### src/rtl/spi_pkg.sv
// rtl/spi_pkg.sv - shared constants and state encoding for the SPI frame master
package spi_pkg;
    localparam int FRAME_BITS = 14;
    localparam int TX_BITS    = 10;
    localparam int RX_BITS    = 4;
    localparam int OPND_W     = 4;
    localparam int OP_W       = 2;

    typedef enum logic [2:0] {
        IDLE,
        SETUP,
        SHIFT,
        HOLD,
        DONE
    } state_t;
endpackage

### src/rtl/sclk_gen.sv
// rtl/sclk_gen.sv - CLK_DIV half-period counter giving the SPI clock level and edge strobes
module sclk_gen #(
    parameter int CLK_DIV = 4
) (
    input  logic clk,
    input  logic rst,
    input  logic en,
    input  logic clr,
    output logic slck,
    output logic tick,
    output logic rise,
    output logic fall
);
    localparam int CW = (CLK_DIV > 1) ? $clog2(CLK_DIV) : 1;
    localparam logic [CW-1:0] LAST = CW'(CLK_DIV - 1);

    logic [CW-1:0] cnt;

    // Strobes flag the cycle whose closing edge flips the level.
    assign tick = en && (cnt == LAST);
    assign rise = tick && !slck;
    assign fall = tick && slck;

    always_ff @(posedge clk) begin
        if (rst || clr) begin
            cnt  <= '0;
            slck <= 1'b0;
        end else if (en) begin
            if (cnt == LAST) begin
                cnt  <= '0;
                slck <= ~slck;
            end else begin
                cnt <= cnt + 1'b1;
            end
        end
    end
endmodule

### src/rtl/spi_master_frame.sv
// rtl/spi_master_frame.sv - mode-0 SPI master sending one operand frame and capturing a 4-bit result
module spi_master_frame
    import spi_pkg::*;
#(
    parameter int CLK_DIV = 4
) (
    input  logic              clk,
    input  logic              rst,
    input  logic              start,
    input  logic [OPND_W-1:0] num1,
    input  logic [OPND_W-1:0] num2,
    input  logic [OP_W-1:0]   operacion,
    output logic              busy,
    output logic              done,
    output logic [RX_BITS-1:0] resultado,
    output logic              CS,
    output logic              SLCK,
    output logic              MOSI,
    input  logic              MISO
);
    state_t state, state_next;

    logic [TX_BITS-1:0] tx_sh;
    logic [RX_BITS-1:0] rx_sh;
    logic [3:0]         bit_cnt;
    logic               gen_en, gen_clr, tick, rise, fall;
    logic               last_fall;

    sclk_gen #(.CLK_DIV(CLK_DIV)) u_sclk_gen (
        .clk  (clk),
        .rst  (rst),
        .en   (gen_en),
        .clr  (gen_clr),
        .slck (SLCK),
        .tick (tick),
        .rise (rise),
        .fall (fall)
    );

    assign last_fall = (state == SHIFT) && fall && (bit_cnt == 4'(FRAME_BITS - 1));

    always_ff @(posedge clk) begin
        if (rst) state <= IDLE;
        else     state <= state_next;
    end

    always_comb begin
        state_next = state;
        case (state)
            IDLE:    if (start) state_next = SETUP;
            SETUP:   if (tick) state_next = SHIFT;
            SHIFT:   if (last_fall) state_next = HOLD;
            HOLD:    if (tick) state_next = DONE;
            DONE:    state_next = IDLE;
            default: state_next = IDLE;
        endcase
    end

    // The clock generator runs through SETUP and HOLD only as a timer; clearing it
    // at their final tick keeps SLCK low outside SHIFT.
    always_comb begin
        gen_en  = (state == SETUP) || (state == SHIFT) || (state == HOLD);
        gen_clr = !gen_en || ((state != SHIFT) && tick);
        CS      = !gen_en;
        busy    = (state != IDLE);
        done    = (state == DONE);
        MOSI    = 1'b0;
        if ((state == SETUP) || ((state == SHIFT) && (bit_cnt < 4'(TX_BITS))))
            MOSI = tx_sh[TX_BITS-1];
    end

    always_ff @(posedge clk) begin
        if (rst) begin
            tx_sh     <= '0;
            rx_sh     <= '0;
            bit_cnt   <= '0;
            resultado <= '0;
        end else begin
            if (state == IDLE) begin
                bit_cnt <= '0;
                if (start) tx_sh <= {num1, num2, operacion};
            end
            if ((state == SHIFT) && fall) begin
                bit_cnt <= bit_cnt + 4'd1;
                tx_sh   <= {tx_sh[TX_BITS-2:0], 1'b0};
            end
            if ((state == SHIFT) && rise && (bit_cnt >= 4'(TX_BITS)))
                rx_sh <= {rx_sh[RX_BITS-2:0], MISO};
            if ((state == HOLD) && tick)
                resultado <= rx_sh;
        end
    end
endmodule

### config.mk
export PLATFORM = sky130hd
export DESIGN_NAME = spi_master_frame
export DESIGN_NICKNAME = d
export VERILOG_FILES = /design/src/rtl/spi_pkg.sv /design/src/rtl/sclk_gen.sv /design/src/rtl/spi_master_frame.sv
export SDC_FILE = /design/constraint.sdc
export NUM_CORES = 1
export LEC_CHECK = 0
export BUFFER_PORTS_ARGS = -buffer_cell sky130_fd_sc_hd__buf_4
export CAP_MARGIN = 40
export CORE_ASPECT_RATIO = 0.9
export CORE_MARGIN = 8
export CORE_UTILIZATION = 49
export CTS_CLUSTER_DIAMETER = 80
export DETAILED_ROUTE_END_ITERATION = 7
export PLACE_DENSITY = 0.71
export SLEW_MARGIN = 20
export SYNTH_ARGS = -nofsm -noshare
export SYNTH_HDL_FRONTEND = slang
export SYNTH_SLANG_ARGS = --single-unit
export TNS_END_PERCENT = 100
### constraint.sdc
create_clock -name clk -period 1.4 [get_ports clk]
set_input_delay 0.07 -clock clk [delete_from_list [all_inputs] [get_ports clk]]
set_output_delay 0.07 -clock clk [all_outputs]
set_load 0.05 [all_outputs]
Word level (Yosys, flattened, before mapping)
Cells that the tools add are included.
{"block": "word_totals", "ram_bits": 0, "memories": 0, "latch_bits": 0, "romBits": 0, "elab_cells": 62, "out_inout_bits": 9, "register_bits": 28, "input_bits": 14}
{"block": "op_classes", "muxes": 12, "order_cmp": 2, "n_div": 0, "eq_ne": 11, "bitwise": 1, "reduce_logical": 26, "n_shift": 0, "n_mul": 0, "add_sub_neg": 2}
{"op": "$mux W10", "n": 3}
{"op": "$mux W3", "n": 4}
{"op": "$pmux W3 S4", "n": 1}
{"op": "$logic_and A1 B1 Y1", "n": 10}
{"op": "$mux W4", "n": 2}
{"op": "$ne A2 B2 Y1 const B", "n": 4}
{"op": "$eq A3 B2 Y1 const B", "n": 2}
{"op": "$reduce_and A2 Y1", "n": 3}
{"op": "$logic_or A1 B1 Y1", "n": 5}
{"op": "$add A4 B1 Y4 const B", "n": 1}
{"op": "$eq A4 B4 Y1 const B", "n": 1}
{"op": "$ge A4 B4 Y1 const B", "n": 1}
{"op": "$lt A4 B4 Y1 const B", "n": 1}
{"op": "$reduce_and A4 Y1", "n": 1}
{"op": "$reduce_bool A2 Y1", "n": 2}
{"op": "$eq A3 B1 Y1 const B", "n": 1}
{"op": "$eq A3 B3 Y1 const B", "n": 1}
{"op": "$logic_not A3 Y1", "n": 1}
{"op": "$ne A3 B2 Y1 const B", "n": 1}
{"op": "$reduce_bool A3 Y1", "n": 1}
{"op": "$add A2 B1 Y2 const B", "n": 1}
{"op": "$eq A2 B2 Y1 const B", "n": 1}
{"op": "$logic_not A1 Y1", "n": 2}
{"op": "$mux W2", "n": 1}
{"op": "other kinds (3)", "n": 3}

Logic depth before layout (Yosys ltp)
Gate-level depths: netlist of run 1.
{"block": "logic_depth", "depth_word": 9, "ltp_mapped": 6, "ltp_nobuf": 5}

Cells and area by module
From an unflattened synthesis of run 1, not the netlist that was laid out.
{"block": "unflattened", "hier_cells": 145, "hier_area_um2": 1478.9}
{"mod": "spi_master_frame", "seq_area_each_um2": 500.5, "n_inst": 1, "area_each_um2": 1322.5, "cells_per_inst": 130}
{"mod": "sclk_gen", "seq_area_each_um2": 60.1, "n_inst": 1, "area_each_um2": 156.4, "cells_per_inst": 15}

Worst setup path before layout of run 1
OpenSTA, ideal clock, no wires.
{"block": "synth_timing", "kind": "reg-to-output", "from": "register state[1]", "to": "output port MOSI", "required_ps": 1330, "t_arrival_ps": 1815, "path_buffers": 1, "setup_slack_ps": -485, "stages_incl_launch_ff": 5, "path_cell_list": "dfxtp_1 buf_4 nor2b_1 a21oi_1 nor3b_1"}
{"block": "synth_via", "elab_chain_cells": 4, "word_cells_on_any_way": 5, "classes_between": "eq/ne: 2; mux: 1; reduce/logical: 2"}
{"item": "from (decl)", "line_no": "spi_master_frame.sv:21", "source": "state_t state, state_next;"}
{"item": "from (signal assigned)", "line_no": "spi_master_frame.sv:44", "source": "else state <= state_next;"}
{"item": "$eq A3 B2 Y1", "line_no": "spi_master_frame.sv:68", "source": "if ((state == SETUP) || ((state == SHIFT) && (bit_cnt < 4'(TX_BITS))))"}
{"item": "$logic_and A1 B1 Y1", "line_no": "spi_master_frame.sv:68"}
{"item": "$logic_or A1 B1 Y1 (*)", "line_no": "spi_master_frame.sv:68"}
{"item": "$mux W1 (*)", "line_no": "spi_master_frame.sv:68"}
{"item": "to (decl)", "line_no": "spi_master_frame.sv:18", "source": "output logic MOSI,"}
Mark *: on every way between the ends. The rest lies on a longest branch, timed or not.

Final worst setup path of run 1
{"block": "layout_timing", "from": "register state[2]", "to": "register tx_sh[4]"}
{"block": "layout_via", "elab_chain_cells": 8, "word_cells_on_any_way": 13, "classes_between": "eq/ne: 3; mux: 1; reduce/logical: 9"}
{"item": "$eq A3 B1 Y1 or $eq A3 B2 Y1 (tied branches)", "line_no": "spi_master_frame.sv:62, spi_master_frame.sv:83"}
{"item": "$logic_or A1 B1 Y1 (2 in series)", "line_no": "spi_master_frame.sv:62", "source": "gen_en = (state == SETUP) || (state == SHIFT) || (state == HOLD);"}
{"item": "$logic_and A1 B1 Y1", "line_no": "sclk_gen.sv:20", "source": "assign tick = en && (cnt == LAST);"}
{"item": "$logic_and A1 B1 Y1", "line_no": "sclk_gen.sv:22", "source": "assign fall = tick && slck;"}
{"item": "$logic_and A1 B1 Y1", "line_no": "spi_master_frame.sv:83", "source": "if ((state == SHIFT) && fall) begin"}
{"item": "$reduce_bool A2 Y1 (no source line)"}
{"item": "$reduce_and A2 Y1 (no source line)"}
{"item": "to (signal assigned)", "line_no": "spi_master_frame.sv:81", "source": "if (start) tx_sh <= {num1, num2, operacion};"}
{"item": "to (signal assigned)", "line_no": "spi_master_frame.sv:85", "source": "tx_sh <= {tx_sh[TX_BITS-2:0], 1'b0};"}
{"item": "to (decl)", "line_no": "spi_master_frame.sv:23", "source": "logic [TX_BITS-1:0] tx_sh;"}
Parallel ways exist; a longest one is shown, timed or not.
A chain may end at the register's enable or synchronous reset.

==> results_dict.tcl, run 1 <==
set metrics [dict create \
    r2r_end "tx_sh[4]" \
    num-nets-final 223 \
    ir_drop_mv 0.683 \
    synth_cells 154 \
    worstPathArrival_ns 1.78 \
    die_h_um 66.3 \
    drive_gt1_share_pct 44.1 \
    tightest_slew_ns 0.341 \
    powerDensity_mw_per_mm2 733 \
    fin_crit_sh_pct 109 \
    setup_violations 16 \
    hpwl_mm 2.31 \
    rrSetupSlack_ns -0.12 \
    holdWs_ns 0.0243 \
    io_buffers 22 \
    cp-endpoint "tx_sh[4]" \
    fin_crit_ns 1.52 \
    area_delta_synth_final_pct 49.5 \
    synth_xor_area_share_pct 0.635 \
    cts_made_buffers 3 \
    synth_fa_ha_area_share_pct 3.63 \
    firstDrtPassIters 4 \
    placed_area_mm2 0.00165 \
    hp-class "in -> reg" \
    ioPinCount 23 \
    setup_ws_ns -0.124 \
    crit_type "reg -> reg" \
    syn-cell-area_mm2 0.00138 \
    max-cap-violations 0 \
    detail-route-antenna-nets 0 \
    slew_viol_final 0 \
    diodes 0 \
    synth-seq-cells 28 \
    grt_usage_pct 15.2 \
    rows 18 \
    synth_area_per_cell_um2 8.95 \
    routabilityCongestion 0.769 \
    cts_tree "built" \
    reg2regPathDepth 5 \
    worstPathRequired_ns 1.65 \
    wl_per_cell_um 15.3 \
    synth_edf_count 0 \
    cts_sinks 28 \
    hold_violations 0 \
    power_leakage_nw 0.867 \
    yosysSeqAreaShare_pct 40.7 \
    first_iter_violations 100 \
    grt_pass1_vias 1309 \
    viasPerCell 5.61 \
    grt_pass1_wl_mm 5.85 \
    synth-simple-area-share_pct 30.8 \
    yosysWarnings 0 \
    cts.clk_slew.worst_paths_ns 0.16 \
    synth_cell_types 39 \
    async_flop_share_pct 0 \
    clock_skew_ns 0.00504 \
    max_slew_margin_pct 77.1 \
    core_area_mm2 0.00270 \
    grt_setup_unrepaired "yes" \
    fmax_mhz 656 \
    endpoint_kind "flip-flop" \
    initial_core_util_pct 51.0 \
    layout_common_cells "buf_4 (36), dfxtp_1 (20), nand2_1 (19)" \
    cp-start-kind "flip-flop" \
    final_area_mm2 0.00206 \
    violations "negative setup slack" \
    cp_max_fo 6 \
    clockBufferDepth 2 \
    cts_max_level 1 \
    grt_max_degree 28 \
    die-area_mm2 0.00477 \
    synth_top_family_by_area "simple AND/OR/NAND/NOR gates" \
    clockRootBuffer "clkbuf_4" \
    synth_mux_area_share_pct 7.35 \
    outcome "finished, violations left" \
    antenna_found_initial 0 \
    final_common_cell "buf_4" \
    syn-num-nets 172 \
    ys.flop_type "dfxtp_1" \
    clock_latency_ns 0.34 \
    r2r_start "state[2]" \
    grt_remaining_overflow 0 \
    vias 1312 \
    crit_start "state[2]" \
    fp.dieW_um 71.9 \
    routed_wl_mm 3.57 \
    drc 0 \
    synth_compound_area_share_pct 11.0 \
]
[flip-flops by register name (all words and copies together) (netlist names)]
name             count
tx_sh               10
bit_cnt              4
resultado            4
rx_sh                4
state                3
u_sclk_gen.cnt       2
u_sclk_gen.slck      1
[layout make-up]
class	instances	area (µm²)
Multi-Input combinational cell	110	875
Fill cell	189	642
Tap cell	30	37.5
Timing Repair Buffer	57	502
Inverter	5	18.8
Sequential cell	28	581
Clock buffer	4	47.5
[cells in the mapped netlist, types with 2 or more instances]
| library cell | count | area share [%] |
|---|---|---|
| dfxtp_1 | 28 | 41 |
| o21ai_0 | 2 | 0.73 |
| buf_4 | 2 | 1.1 |
| ha_1 | 4 | 3.6 |
| buf_2 | 2 | 0.73 |
| clkbuf_1 | 6 | 1.6 |
| o211ai_1 | 2 | 1.1 |
| nand2b_1 | 6 | 2.7 |
| inv_1 | 5 | 1.4 |
| nor2b_1 | 3 | 1.4 |
| or3_1 | 2 | 0.91 |
| nor3b_1 | 3 | 1.6 |
| a311oi_1 | 9 | 5.7 |
| nor3_1 | 14 | 5.1 |
| a21oi_1 | 5 | 1.8 |
| mux2i_1 | 9 | 6.5 |
| nand2_1 | 21 | 5.7 |
| nor2_1 | 9 | 2.4 |
| or2_2 | 2 | 0.91 |
[per-stage QoR]
step	power, mW	setup TNS, ns	utilization (%)	setup WS, ns	instances
5_1_grt	1.57	-1.68	76.3	-0.162	234
6_report	1.51	-0.693	76.3	-0.124	234
3_5_place_dp	0.993	-0.262	61.2	-0.0523	210
4_1_cts	1.50	-0.299	71.9	-0.108	230
3_3_place_gp	0.988	-0.0172	61.2	-0.0139	210
2_1_floorplan	0.941	-0.276	-	-0.0299	154
[how the worst min path moves through the flow]
stage | start | to | slack [ns] | cells after the start
floorplan | MISO | rx_sh[0] | 0.23 | 2
global placement | MISO | rx_sh[0] | 0.35 | 3
detailed placement | num2[1] | tx_sh[3] | 0.36 | 3
CTS | num2[2] | tx_sh[4] | 0.008 | 3
global route | operacion[0] | tx_sh[0] | 0.04 | 3
finish | operacion[0] | tx_sh[0] | 0.02 | 3
[report_power, final]
group / switching [mW] / internal [mW]
clock: 0.252 / 0.219
sequential: 0.0164 / 0.813
combinational: 0.0990 / 0.113
[logic make-up (layout without fill, tap and decap cells)]
group                    after synthesis  in the layout
AND/OR/NAND/NOR                       73             74
buffers and inverters                 17             66
flip-flops                            28             28
AO/OA/AOI/OAI                         21             21
multiplexers                          10             10
XOR/XNOR                               1              1
adder cells (fa/ha/maj)                4              4
[worst max-delay path, stage by stage, from the launching register on]
cell	delay [ns]
dfxtp_4	0.40
buf_6	0.13
nor4b_4	0.34
buf_4	0.22
nand2_1	0.07
a311oi_1	0.27
[layer usage]
metal  wire length [µm]  GRT usage (%)  vias up
li1                   -              -      646
met1               1600           18.2      632
met2               1780           25.1       29
met3                160           4.39        5
met4                 28           6.11        0
met5                  0              0        -
[repair_timing]
action,4_1_cts,5_1_grt
endpoints found under the setup margin,21,21
pin swaps,8,12
gates cloned,1,1
buffers inserted,6,2
hold buffers,9,1
gates resized for setup,31,21
endpoints found under the hold margin,9,1
(Power assumes the default switching activity.)
==> run 2: changes to the inputs <==
--- a/constraint.sdc
+++ b/constraint.sdc
@@ -3,2 +3,2 @@
 set_output_delay 0.07 -clock clk [all_outputs]
-set_load 0.05 [all_outputs]
+set_load 0.1 [all_outputs]
==> run 2 against run 1 <==
The flow still finishes with violations (negative setup slack). Combinational power rose by 17%. Worst setup slack got worse by 0.031 ns. Wire length rose by 2.6%. Clock-buffer cell count did not move. Via count fell by 1.1%. Final area rose by 2.5%. Clock skew fell by 0.0040 ns. Core utilization rose by 1.9 points. Register-to-register slack got worse by 0.03 ns. Fmax fell by 2.0%. First-iteration DRC count fell by 5.0%. Critical path type unchanged. Critical endpoint is now tx_sh[2].
==> results_dict.tcl, run 2 (synthesis gave the netlist of run 1 again) <==
set metrics [dict create \
    outcome "finished, violations left" \
    violations "negative setup slack" \
    reg2regPathDepth 3 \
    firstDrtPassIters 4 \
    hpwl_mm 2.16 \
    num-nets-final 223 \
    cts_sinks 28 \
    grt_remaining_overflow 0 \
    grt_pass1_wl_mm 5.82 \
    clock_skew_ns 0.00108 \
    power_leakage_nw 0.898 \
    placed_area_mm2 0.00169 \
    hp-start "operacion[0]" \
    grt_max_degree 28 \
    drc 0 \
    routabilityCongestion 0.758 \
    routed_wl_mm 3.67 \
    grt_setup_unrepaired "yes" \
    final_area_mm2 0.00211 \
    cts_tree "built" \
    grt_pass1_vias 1237 \
    die_h_um 66.3 \
    worstPathArrival_ns 1.79 \
    die-area_mm2 0.00477 \
    setup_ws_ns -0.155 \
    whs_path_depth 3 \
    layout_common_cells "buf_4 (36), dfxtp_1 (24), nand2_1 (19)" \
    cp-start-kind "flip-flop" \
    clock_latency_ns 0.34 \
    setup_tns_ns -2.12 \
    cp_max_fo 9 \
    io_buffers 22 \
    crit_chain "or4b_2 -> nand2_1 -> a311oi_2" \
    area_delta_synth_final_pct 53.2 \
    worstPathRequired_ns 1.63 \
    first_iter_violations 95 \
    drive_gt1_share_pct 41.2 \
    ir_drop_mv 0.659 \
    ioPinCount 23 \
    fmax_mhz 643 \
    cp_slowest_stage_delay_ns 0.82 \
    detail-route-antenna-nets 0 \
    clockRootBuffer "clkbuf_4" \
    power_mw 1.55 \
    cts_max_level 1 \
    fin_crit_sh_pct 111 \
    slew_viol_final 0 \
    max_slew_margin_pct 77.7 \
    crit_start "state[0]" \
    max-cap-violations 0 \
    clockBufferDepth 2 \
    grt_usage_pct 15.0 \
    tightest_slew_ns 0.332 \
    fp.dieW_um 71.9 \
    cts_made_buffers 3 \
    diodes 0 \
    crit_type "reg -> reg" \
    viasPerCell 5.54 \
    final_common_cell "buf_4" \
    antenna_found_initial 0 \
    hp-class "in -> reg" \
    setup_violations 21 \
    powerDensity_mw_per_mm2 732 \
    cts.clk_slew.worst_paths_ns 0.15 \
    r2r_start "state[0]" \
    hold_violations 0 \
    regMostFlops "tx_sh" \
    dp_slack_ns -0.0766 \
    initial_core_util_pct 51.0 \
    core_area_mm2 0.00270 \
    wl_per_cell_um 15.7 \
    fin_crit_ns 1.55 \
    largest_reg_flops 10 \
    endpoint_kind "flip-flop" \
    crit_slowest_cell "or4b_2" \
    holdWs_ns 0.0127 \
    rows 18 \
    vias 1297 \
]
==> run 2: cell count changes in the layout (fill, tap and decap cells not counted), moves of 2 or more <==
cell and change:
buf_12 +5, buf_6 -5, dfxtp_1 +4, dfxtp_2 -3, a21oi_1 +2, a21oi_2 -2
bufbuf_16 +2, or3_1 +2, or3_4 -2, or4b_4 -2
==> run 2: power breakdown <==
part | internal [mW] | total (mW) | switching (mW)
Sequential | 0.814 | 0.828 | 0.0132
Clock | 0.219 | 0.469 | 0.251
Combinational | 0.128 | 0.249 | 0.122
Total | 1.16 | 1.55 | 0.385
==> run 2: layer usage <==
metal / vias up / global-route usage (%) / share of wire, %
met4: 0 / 1.53 / 0.19
li1: 644 / - / -
met1: 619 / 18.3 / 44
met3: 2 / 4.55 / 5.2
met2: 32 / 26.0 / 50
met5: - / 0 / 0
==> run 2: final timing paths <==
check / end / slack [ns]
max: tx_sh[2] / -0.15
min: tx_sh[0] / 0.01
max reg2reg: tx_sh[2] / -0.15
min reg2reg: u_sclk_gen.cnt[0] / 0.46
==> run 2: metrics by stage <==
stage | std cells | utilization, %
detailed placement | 209 | 62.5
global placement | 209 | 62.5
CTS | 231 | 75.2
floorplan | 154 | -
finish | 234 | 78.1
global route | 234 | 78.1
==> run 2: repair_timing <==
item                       CTS  global route
setup endpoints to repair   16            24
gates resized for setup     21            15
buffers inserted             7             3
gates cloned                 3             0
hold endpoints to repair     9             0
hold buffers                 9             0
pin swaps                    5             4
==> run 2: cell type report <==
cell class	instances	area [µm²]
repair buffers	58	601
multi-input cells	109	832
clock buffers	4	47.5
inverters	5	21.3
fillers	176	591
flip-flops and latches	28	573
well taps	30	37.5
==> run 2: worst max-delay path: cells and delay by family, from the launching register on <==
| kind | cells | cell delay, ns |
|---|---|---|
| compound gates | 1 | 0.11 |
| flops | 1 | 0.39 |
| simple gates | 2 | 0.96 |
